**src/rtl/dmem_arbiter_if.sv**
```systemverilog
// Requester-side bundle for the data-memory arbiter.
// One instance per requester: the requester drives the command half
// (req/we/addr/byteEn/wdata/lock) and receives grant and read return.
interface dmem_arbiter_if #(
  parameter int DATA_WIDTH = 32,
  parameter int ADDR_WIDTH = 10
);
  logic                    req;
  logic                    we;
  logic [ADDR_WIDTH-1:0]   addr;
  logic [DATA_WIDTH/8-1:0] byteEn;
  logic [DATA_WIDTH-1:0]   wdata;
  logic                    lock;
  logic                    gnt;
  logic                    rvalid;
  logic [DATA_WIDTH-1:0]   rdata;

  modport master (
    output req, we, addr, byteEn, wdata, lock,
    input  gnt, rvalid, rdata
  );

  modport slave (
    input  req, we, addr, byteEn, wdata, lock,
    output gnt, rvalid, rdata
  );
endinterface

```
**src/rtl/dmem_arbiter.sv**
```systemverilog
// Two-requester round-robin arbiter in front of a single-port data memory
// with a registered (one-cycle) read.
// Optional burst locking is compiled in when DMEM_ARB_LOCK_EN is defined:
// a granted requester holding lock keeps priority for up to MAX_LOCK
// consecutive grants while the other side is waiting.
module dmem_arbiter #(
  parameter int DATA_WIDTH = 32,
  parameter int ADDR_WIDTH = 10,
  parameter int MAX_LOCK   = 8
) (
  input  logic                    clk,
  input  logic                    rstn,
  dmem_arbiter_if.slave           m0,
  dmem_arbiter_if.slave           m1,
  output logic                    mem_en,
  output logic                    mem_we,
  output logic [ADDR_WIDTH-1:0]   mem_addr,
  output logic [DATA_WIDTH/8-1:0] mem_byteEn,
  output logic [DATA_WIDTH-1:0]   mem_wdata,
  input  logic [DATA_WIDTH-1:0]   mem_rdata
);

  // lastGnt: 0 = m0 was granted last, 1 = m1 was granted last
  logic lastGnt_q, lastGnt_d;
  logic rdPend_q, rdPend_d;
  logic rdOwner_q, rdOwner_d;

  logic gnt0, gnt1;
  logic pick1;

`ifdef DMEM_ARB_LOCK_EN
  logic       lockActive_q, lockActive_d;
  logic       lockOwner_q, lockOwner_d;
  logic [7:0] lockCnt_q, lockCnt_d;
  logic       lockHeld, lockYield;
  logic       winLock;

  // Tie-break choice: a live lock wins unless its budget is spent and the other side waits
  always_comb begin
    lockHeld  = lockActive_q &&
                (lockOwner_q ? (m1.req && m1.lock) : (m0.req && m0.lock));
    lockYield = lockHeld && (lockCnt_q >= 8'(MAX_LOCK)) &&
                (lockOwner_q ? m0.req : m1.req);
    if (lockYield)
      pick1 = ~lockOwner_q;
    else if (lockHeld)
      pick1 = lockOwner_q;
    else
      pick1 = ~lastGnt_q;
  end

  // Lock tracking: count consecutive locked grants to the same owner
  always_comb begin
    lockActive_d = 1'b0;
    lockOwner_d  = lockOwner_q;
    lockCnt_d    = 8'd0;
    winLock      = gnt1 ? m1.lock : m0.lock;
    if ((gnt0 || gnt1) && winLock) begin
      lockActive_d = 1'b1;
      lockOwner_d  = gnt1;
      if (lockHeld && !lockYield && (gnt1 == lockOwner_q))
        lockCnt_d = (lockCnt_q == 8'd255) ? lockCnt_q : lockCnt_q + 8'd1;
      else
        lockCnt_d = 8'd1;
    end
  end

  // Lock state registers
  always_ff @(posedge clk or negedge rstn) begin
    if (!rstn) begin
      lockActive_q <= 1'b0;
      lockOwner_q  <= 1'b0;
      lockCnt_q    <= 8'd0;
    end else begin
      lockActive_q <= lockActive_d;
      lockOwner_q  <= lockOwner_d;
      lockCnt_q    <= lockCnt_d;
    end
  end
`else
  logic lockUnused;
  assign lockUnused = m0.lock | m1.lock;

  // Plain round-robin: on a tie the side not granted last wins
  always_comb begin
    pick1 = ~lastGnt_q;
  end
`endif

  // Grant decode; gated by reset so nothing is issued while rstn is low
  always_comb begin
    gnt0 = rstn && m0.req && (!m1.req || !pick1);
    gnt1 = rstn && m1.req && (!m0.req ||  pick1);
  end

  assign m0.gnt = gnt0;
  assign m1.gnt = gnt1;

  // Memory command mux; all fields forced to zero without a grant
  always_comb begin
    mem_en     = gnt0 | gnt1;
    mem_we     = 1'b0;
    mem_addr   = '0;
    mem_byteEn = '0;
    mem_wdata  = '0;
    if (gnt0) begin
      mem_we     = m0.we;
      mem_addr   = m0.addr;
      mem_byteEn = m0.byteEn;
      mem_wdata  = m0.wdata;
    end else if (gnt1) begin
      mem_we     = m1.we;
      mem_addr   = m1.addr;
      mem_byteEn = m1.byteEn;
      mem_wdata  = m1.wdata;
    end
  end

  // Read return routing: only the recorded owner sees valid data
  always_comb begin
    m0.rvalid = rdPend_q && !rdOwner_q;
    m1.rvalid = rdPend_q &&  rdOwner_q;
    m0.rdata  = m0.rvalid ? mem_rdata : '0;
    m1.rdata  = m1.rvalid ? mem_rdata : '0;
  end

  // Next-state for round-robin history and the pending read tag
  always_comb begin
    lastGnt_d = lastGnt_q;
    rdOwner_d = rdOwner_q;
    if (gnt1) begin
      lastGnt_d = 1'b1;
      rdOwner_d = 1'b1;
    end else if (gnt0) begin
      lastGnt_d = 1'b0;
      rdOwner_d = 1'b0;
    end
    rdPend_d = (gnt0 && !m0.we) || (gnt1 && !m1.we);
  end

  // Arbiter state registers; reset leaves m0 winning the first tie
  always_ff @(posedge clk or negedge rstn) begin
    if (!rstn) begin
      lastGnt_q <= 1'b1;
      rdPend_q  <= 1'b0;
      rdOwner_q <= 1'b0;
    end else begin
      lastGnt_q <= lastGnt_d;
      rdPend_q  <= rdPend_d;
      rdOwner_q <= rdOwner_d;
    end
  end

endmodule

```
**src/flat_wrapper.sv**
```systemverilog
// flat-port wrapper written by rule: the top's interface ports become plain ports
module dmem_arbiter_flat 
#(
  parameter int DATA_WIDTH = 32,
  parameter int ADDR_WIDTH = 10,
  parameter int MAX_LOCK   = 8
)
  (clk, rstn, mem_en, mem_we, mem_addr, mem_byteEn, mem_wdata, mem_rdata, m0_req, m0_we, m0_addr, m0_byteEn, m0_wdata, m0_lock, m0_gnt, m0_rvalid, m0_rdata, m1_req, m1_we, m1_addr, m1_byteEn, m1_wdata, m1_lock, m1_gnt, m1_rvalid, m1_rdata);
  dmem_arbiter_if #(.DATA_WIDTH(DATA_WIDTH), .ADDR_WIDTH(ADDR_WIDTH)) m0_i ();
  dmem_arbiter_if #(.DATA_WIDTH(DATA_WIDTH), .ADDR_WIDTH(ADDR_WIDTH)) m1_i ();
  input  logic clk;
  input  logic rstn;
  output logic mem_en;
  output logic mem_we;
  output logic [ADDR_WIDTH-1:0] mem_addr;
  output logic [DATA_WIDTH/8-1:0] mem_byteEn;
  output logic [DATA_WIDTH-1:0] mem_wdata;
  input  logic [DATA_WIDTH-1:0] mem_rdata;
  input wire logic [$bits(m0_i.req)-1:0] m0_req;
  input wire logic [$bits(m0_i.we)-1:0] m0_we;
  input wire logic [$bits(m0_i.addr)-1:0] m0_addr;
  input wire logic [$bits(m0_i.byteEn)-1:0] m0_byteEn;
  input wire logic [$bits(m0_i.wdata)-1:0] m0_wdata;
  input wire logic [$bits(m0_i.lock)-1:0] m0_lock;
  output wire logic [$bits(m0_i.gnt)-1:0] m0_gnt;
  output wire logic [$bits(m0_i.rvalid)-1:0] m0_rvalid;
  output wire logic [$bits(m0_i.rdata)-1:0] m0_rdata;
  input wire logic [$bits(m1_i.req)-1:0] m1_req;
  input wire logic [$bits(m1_i.we)-1:0] m1_we;
  input wire logic [$bits(m1_i.addr)-1:0] m1_addr;
  input wire logic [$bits(m1_i.byteEn)-1:0] m1_byteEn;
  input wire logic [$bits(m1_i.wdata)-1:0] m1_wdata;
  input wire logic [$bits(m1_i.lock)-1:0] m1_lock;
  output wire logic [$bits(m1_i.gnt)-1:0] m1_gnt;
  output wire logic [$bits(m1_i.rvalid)-1:0] m1_rvalid;
  output wire logic [$bits(m1_i.rdata)-1:0] m1_rdata;
  assign m0_i.req = m0_req;
  assign m0_i.we = m0_we;
  assign m0_i.addr = m0_addr;
  assign m0_i.byteEn = m0_byteEn;
  assign m0_i.wdata = m0_wdata;
  assign m0_i.lock = m0_lock;
  assign m0_gnt = m0_i.gnt;
  assign m0_rvalid = m0_i.rvalid;
  assign m0_rdata = m0_i.rdata;
  assign m1_i.req = m1_req;
  assign m1_i.we = m1_we;
  assign m1_i.addr = m1_addr;
  assign m1_i.byteEn = m1_byteEn;
  assign m1_i.wdata = m1_wdata;
  assign m1_i.lock = m1_lock;
  assign m1_gnt = m1_i.gnt;
  assign m1_rvalid = m1_i.rvalid;
  assign m1_rdata = m1_i.rdata;
  dmem_arbiter #(.DATA_WIDTH(DATA_WIDTH), .ADDR_WIDTH(ADDR_WIDTH), .MAX_LOCK(MAX_LOCK)) u_core (.clk(clk), .rstn(rstn), .m0(m0_i), .m1(m1_i), .mem_en(mem_en), .mem_we(mem_we), .mem_addr(mem_addr), .mem_byteEn(mem_byteEn), .mem_wdata(mem_wdata), .mem_rdata(mem_rdata));
endmodule
```
**config.mk**
```make
export PLATFORM = sky130hd
export DESIGN_NAME = dmem_arbiter_flat
export DESIGN_NICKNAME = d
export VERILOG_FILES = /design/src/rtl/dmem_arbiter_if.sv /design/src/rtl/dmem_arbiter.sv /design/src/flat_wrapper.sv
export SDC_FILE = /design/constraint.sdc
export NUM_CORES = 1
export LEC_CHECK = 0
export ABC_CLOCK_PERIOD_IN_PS = 1500
export BUFFER_PORTS_ARGS = -buffer_cell sky130_fd_sc_hd__buf_4
export CAP_MARGIN = 0
export CORE_AREA = 2 2 97 99
export DETAILED_ROUTE_END_ITERATION = 10
export DIE_AREA = 0 0 99 101
export SLEW_MARGIN = 10
export SYNTH_ARGS = -nofsm -noshare
export SYNTH_HDL_FRONTEND = slang
export SYNTH_SLANG_ARGS = --single-unit
```
**constraint.sdc**
```tcl
create_clock -name clk -period 1.5 [get_ports clk]
set_clock_uncertainty 0.1 [all_clocks]
set_input_delay 0.075 -clock clk [delete_from_list [all_inputs] [get_ports clk]]
set_output_delay 0.075 -clock clk [all_outputs]
set_load 0.02 [all_outputs]
```
* Word level (Yosys, flattened, before mapping) *
Index checks and enable logic that the tools add are counted.
W data, S select, Z words.

storage, ports and cells
  register bits after elaboration = 3
  word-level logic and storage cells = 34
  output and inout bits = 116

cells by class
  mux-type cells = 12
  bitwise operators = 2
  reductions and logical operators = 17

operator list
  cell                 count
  $mux W32             4
  $mux W10             2
  $logic_and A1 B1 Y1  8
  $mux W4              2
  $logic_not A1 Y1     5
  $mux W1              4
  $logic_or A1 B1 Y1   3
  $reduce_bool A2 Y1   1
  $not A1 Y1           1
  $or A1 B1 Y1         1

* Depth between registers and ports, before layout *
  depth in word-level cells = 5
  depth in mapped cells = 5
  mapped depth without buffers = 3

* Least setup slack after synthesis *
Ideal clock, no wire load.

  path kind = reg-to-output
  from = register u_core.lastGnt_q
  to = output mem_byteEn[0]
  data arrival time = 1259 ps
  data required time = 1325 ps
  stages on the path, launching flop included = 5
  slack = 66 ps
  cell sequence = dfstp_2 nand2b_1 nand2_2 buf_2 o22ai_1

between the ends
  longest elaborated chain between the ends = 5

ends and longest elaborated chain
  element                   line                 text
  start: declaration        dmem_arbiter.sv:24   logic lastGnt_q, lastGnt_d;
  start signal: assignment  dmem_arbiter.sv:148  lastGnt_q <= lastGnt_d;
  $not A1 Y1                dmem_arbiter.sv:86   pick1 = ~lastGnt_q;
  $logic_or A1 B1 Y1        dmem_arbiter.sv:93   gnt1 = rstn && m1.req && (!m0.req || pick1);
  $logic_and A1 B1 Y1       dmem_arbiter.sv:93
  $mux W4                   dmem_arbiter.sv:111  end else if (gnt1) begin
  $mux W4 *                 dmem_arbiter.sv:106  if (gnt0) begin
  end: declaration          flat_wrapper.sv:16   output logic [DATA_WIDTH/8-1:0] mem_byteEn;

Mark *: on every way between the ends. The rest lies on a longest branch, timed or not.

* Worst setup path in the final report *
  from = register u_core.lastGnt_q
  to = output mem_wdata[2]

between the ends
  longest elaborated chain between the ends = 5

ends and longest elaborated chain
  element              line                 text
  $not A1 Y1           dmem_arbiter.sv:86
  $logic_or A1 B1 Y1   dmem_arbiter.sv:93
  $logic_and A1 B1 Y1  dmem_arbiter.sv:93
  $mux W32             dmem_arbiter.sv:111
  $mux W32 *           dmem_arbiter.sv:106
  end: declaration     flat_wrapper.sv:17   output logic [DATA_WIDTH-1:0] mem_wdata;

Marked as above.

==> results.yml <==
setup_path:
  r2r_start: "u_core.lastGnt_q$_DFFE_PN1P_"
  slowest_stage: "dfstp_2"
  reg2reg_to: "u_core.rdOwner_q$_DFFE_PN0P_"
  critPathLaunchType: "register"
  critical-path-max-stage-delay_ps: 530
  cp-end-kind: "output pin"
  r2r_slack_ps: 250
  crit_required_ps: 1320
  cp_cell_sequence: "nand2b_4, nand2_4, buf_16, o22ai_1, buf_4"
  critPathKind: "reg2out"
  arrival_ps: 1510
  crit_path_max_fanout: 24
  reg2reg_depth: 4
clock_tree:
  cts_root_buffer: "clkbuf_8"
  clockBufferDepth: 2
  numCtsBuffers: 3
  clock_latency_ps: 220
  htree_levels: 1
  cts_tree: "built"
  cts.sinks: 3
  cts.clk_slew.worst_paths_ps: 30
placed_design:
  place_congestion: 0.694
  dpl.hpwl_um: 5950
  pre_cts_ws_ps: -16.4
  io_buffers: 245
route:
  ant_nets: 0
  routed_wl_um: 8160
  wire_per_inst_um: 13.6
  drt_iter0_drc: 51
  vias: 2640
  drc_errors: 0
  detail_route.vias_per_cell: 4.41
  dr.pass1.iters: 4
global_route:
  use_met1: 0.157
  grt_pass1_vias: 2324
  use_met2: 0.268
  grt_pass1_wl_um: 11400
  grt.total_usage: 0.138
  grt_start_max_net_pins: 74
  antenna_found_initial: 0
  overflow: 0
  met3_usage: 0.0215
  busiest_layer: "met2"
power:
  power_uw: 1770
  irDropWorstVdd_v: 0.000318
  powerDensity_nw_per_um2: 465
  total_leakage_power_uw: 0.00207
hold_path:
  min_path_cells: 3
  worstHoldEndpoint: "u_core.lastGnt_q$_DFFE_PN1P_"
  hp-class: "in2reg"
  hold_start: "m1_req"
finish:
  drive_above_1_share: 0.605
  finalNetCount: 621
  multi_input_area_um2: 1380
  fillers: 927
  insertedDiodeCount: 0
  syn_to_final_growth_pct: 163
  seqCellArea_um2: 76.3
synthesis:
  synth_edf_count: 0
  syn_area_um2: 1450
  yosysMostFrequentCell: "nand2_1"
  ys_seq_elements: 3
  synth_top_cell_by_area: "nand2_1"
  ys_warn_count: 0
  avgSynthCellArea_um2: 5.65
  synthFlopType: "dfrtp_1"
  synthesis.nets: 388
  yosys-top-cells-area: "nand2_1 (26%), o22ai_1 (16%), and2_1 (14%), and3_1 (14%), o22ai_2 (8.6%)"
  async_reset_ff_frac: 1.00
  synth_cell_types: 19
  synthTopCellsByCount: "nand2_1 (99), o22ai_1 (37), and2_1 (33), and3_1 (32), buf_2 (12)"
  ys_seq_area_frac: 0.0527
  syn_inst: 256
  synth_top_area_share: 0.257
sta:
  drv_slew: 0
  setup_viol: 49
  period_needed_ps: 1690
  setup_slack_ps: -188
  finalCritPeriodShare: 1.13
  hold_viol: 0
  relSlewSlack: 0.818
  rsz0062_at_grt: "true"
  tightest_slew_ps: 273
  fmax_mhz: 592
floorplan:
  rows: 35
  core_area_um2: 8980
  die_w_um: 99
  die_h_um: 101
  dieArea_um2: 10000
  io_pins: 248
  initial_utilization: 0.161
flow_run:
  maxCapViolCount: 0
outcome:
  violations: "negative setup slack"
  status: "finished, violations left"
worst max-delay path, delay by kind of cell (launching register included):
| kind | cells | cell delay [ps] |
|---|---|---|
| flip-flops | 1 | 530 |
| buffers and inverters | 2 | 350 |
| AND/OR/NAND/NOR | 2 | 220 |
| AO/OA/AOI/OAI | 1 | 190 |
cells in the final DEF (no fill, tap or decap), drive strengths merged:
master       count
dfrtp            2
inv              1
o22ai           47
nand2b           2
nand2          100
and3            32
nor2b            1
and2            33
buf            255
o21ai            2
dlygate4sd3      3
dfstp            1
o32ai            1
clkbuf           4
nor2             4
area by class of cell:
| type | instances | area share |
|---|---|---|
| Timing Repair Buffer | 258 | 0.568 |
| Tap cell | 111 | 0.0365 |
| Multi-Input combinational cell | 222 | 0.363 |
| Sequential cell | 3 | 0.0200 |
| Clock buffer | 4 | 0.0118 |
| Inverter | 1 | 0.000986 |
through the flow:
stage                     cells  utilization  hold slack [ps]  area (µm²)  setup TNS (ps)
after floorplan             256            -             -321        1450               0
after global placement      589        0.375            -25.5        3370               0
after detailed placement    589        0.375            -18.3        3370           -16.4
after CTS                   599        0.405             56.7        3640           -7610
after global routing        599        0.424             64.7        3810          -10230
final                       599        0.424             67.0        3810           -7630
registers in the layout, summed over array words and instances, names as in the netlist:
register          cells
u_core.lastGnt_q      1
u_core.rdPend_q       1
u_core.rdOwner_q      1
cells by family after synthesis:
group	synth area share
DFF	0.0527
buffers and inverters	0.116
and+or+nand+nor	0.567
AOI/OAI and AO/OA	0.264
per-layer routing:
layer  up-vias  wire length [µm]
met2       151              4430
met5         -                 0
li1       1335                 -
met3         2               757
met1      1152              2950
met4         0                27
repair_timing:
item,4_1_cts,5_1_grt
hold buffers,3,0
hold endpoints to repair,3,0
cloned,3,0
setup endpoints to repair,49,49
pin swaps,1,0
resized for setup,28,32
setup buffers,0,0
where the power goes:
group	internal [µW]	switching, µW
Combinational	717	711
Clock	181	54.8
Sequential	97.1	7.56
Total	996	774
how the worst max path moves through the flow:
| stage | slack [ps] | to | from | cells past startpoint |
|---|---|---|---|---|
| floorplan | 70 | mem_byteEn[0] | u_core.lastGnt_q$_DFFE_PN1P_ | 4 |
| CTS | -180 | mem_wdata[0] | u_core.lastGnt_q$_DFFE_PN1P_ | 5 |
| finish | -190 | mem_wdata[2] | u_core.lastGnt_q$_DFFE_PN1P_ | 5 |
| global route | -240 | mem_wdata[2] | u_core.lastGnt_q$_DFFE_PN1P_ | 5 |
| detailed placement | -20 | mem_addr[9] | u_core.lastGnt_q$_DFFE_PN1P_ | 5 |
| global placement | 8 | mem_addr[9] | u_core.lastGnt_q$_DFFE_PN1P_ | 5 |
(Power assumes the default switching activity.)
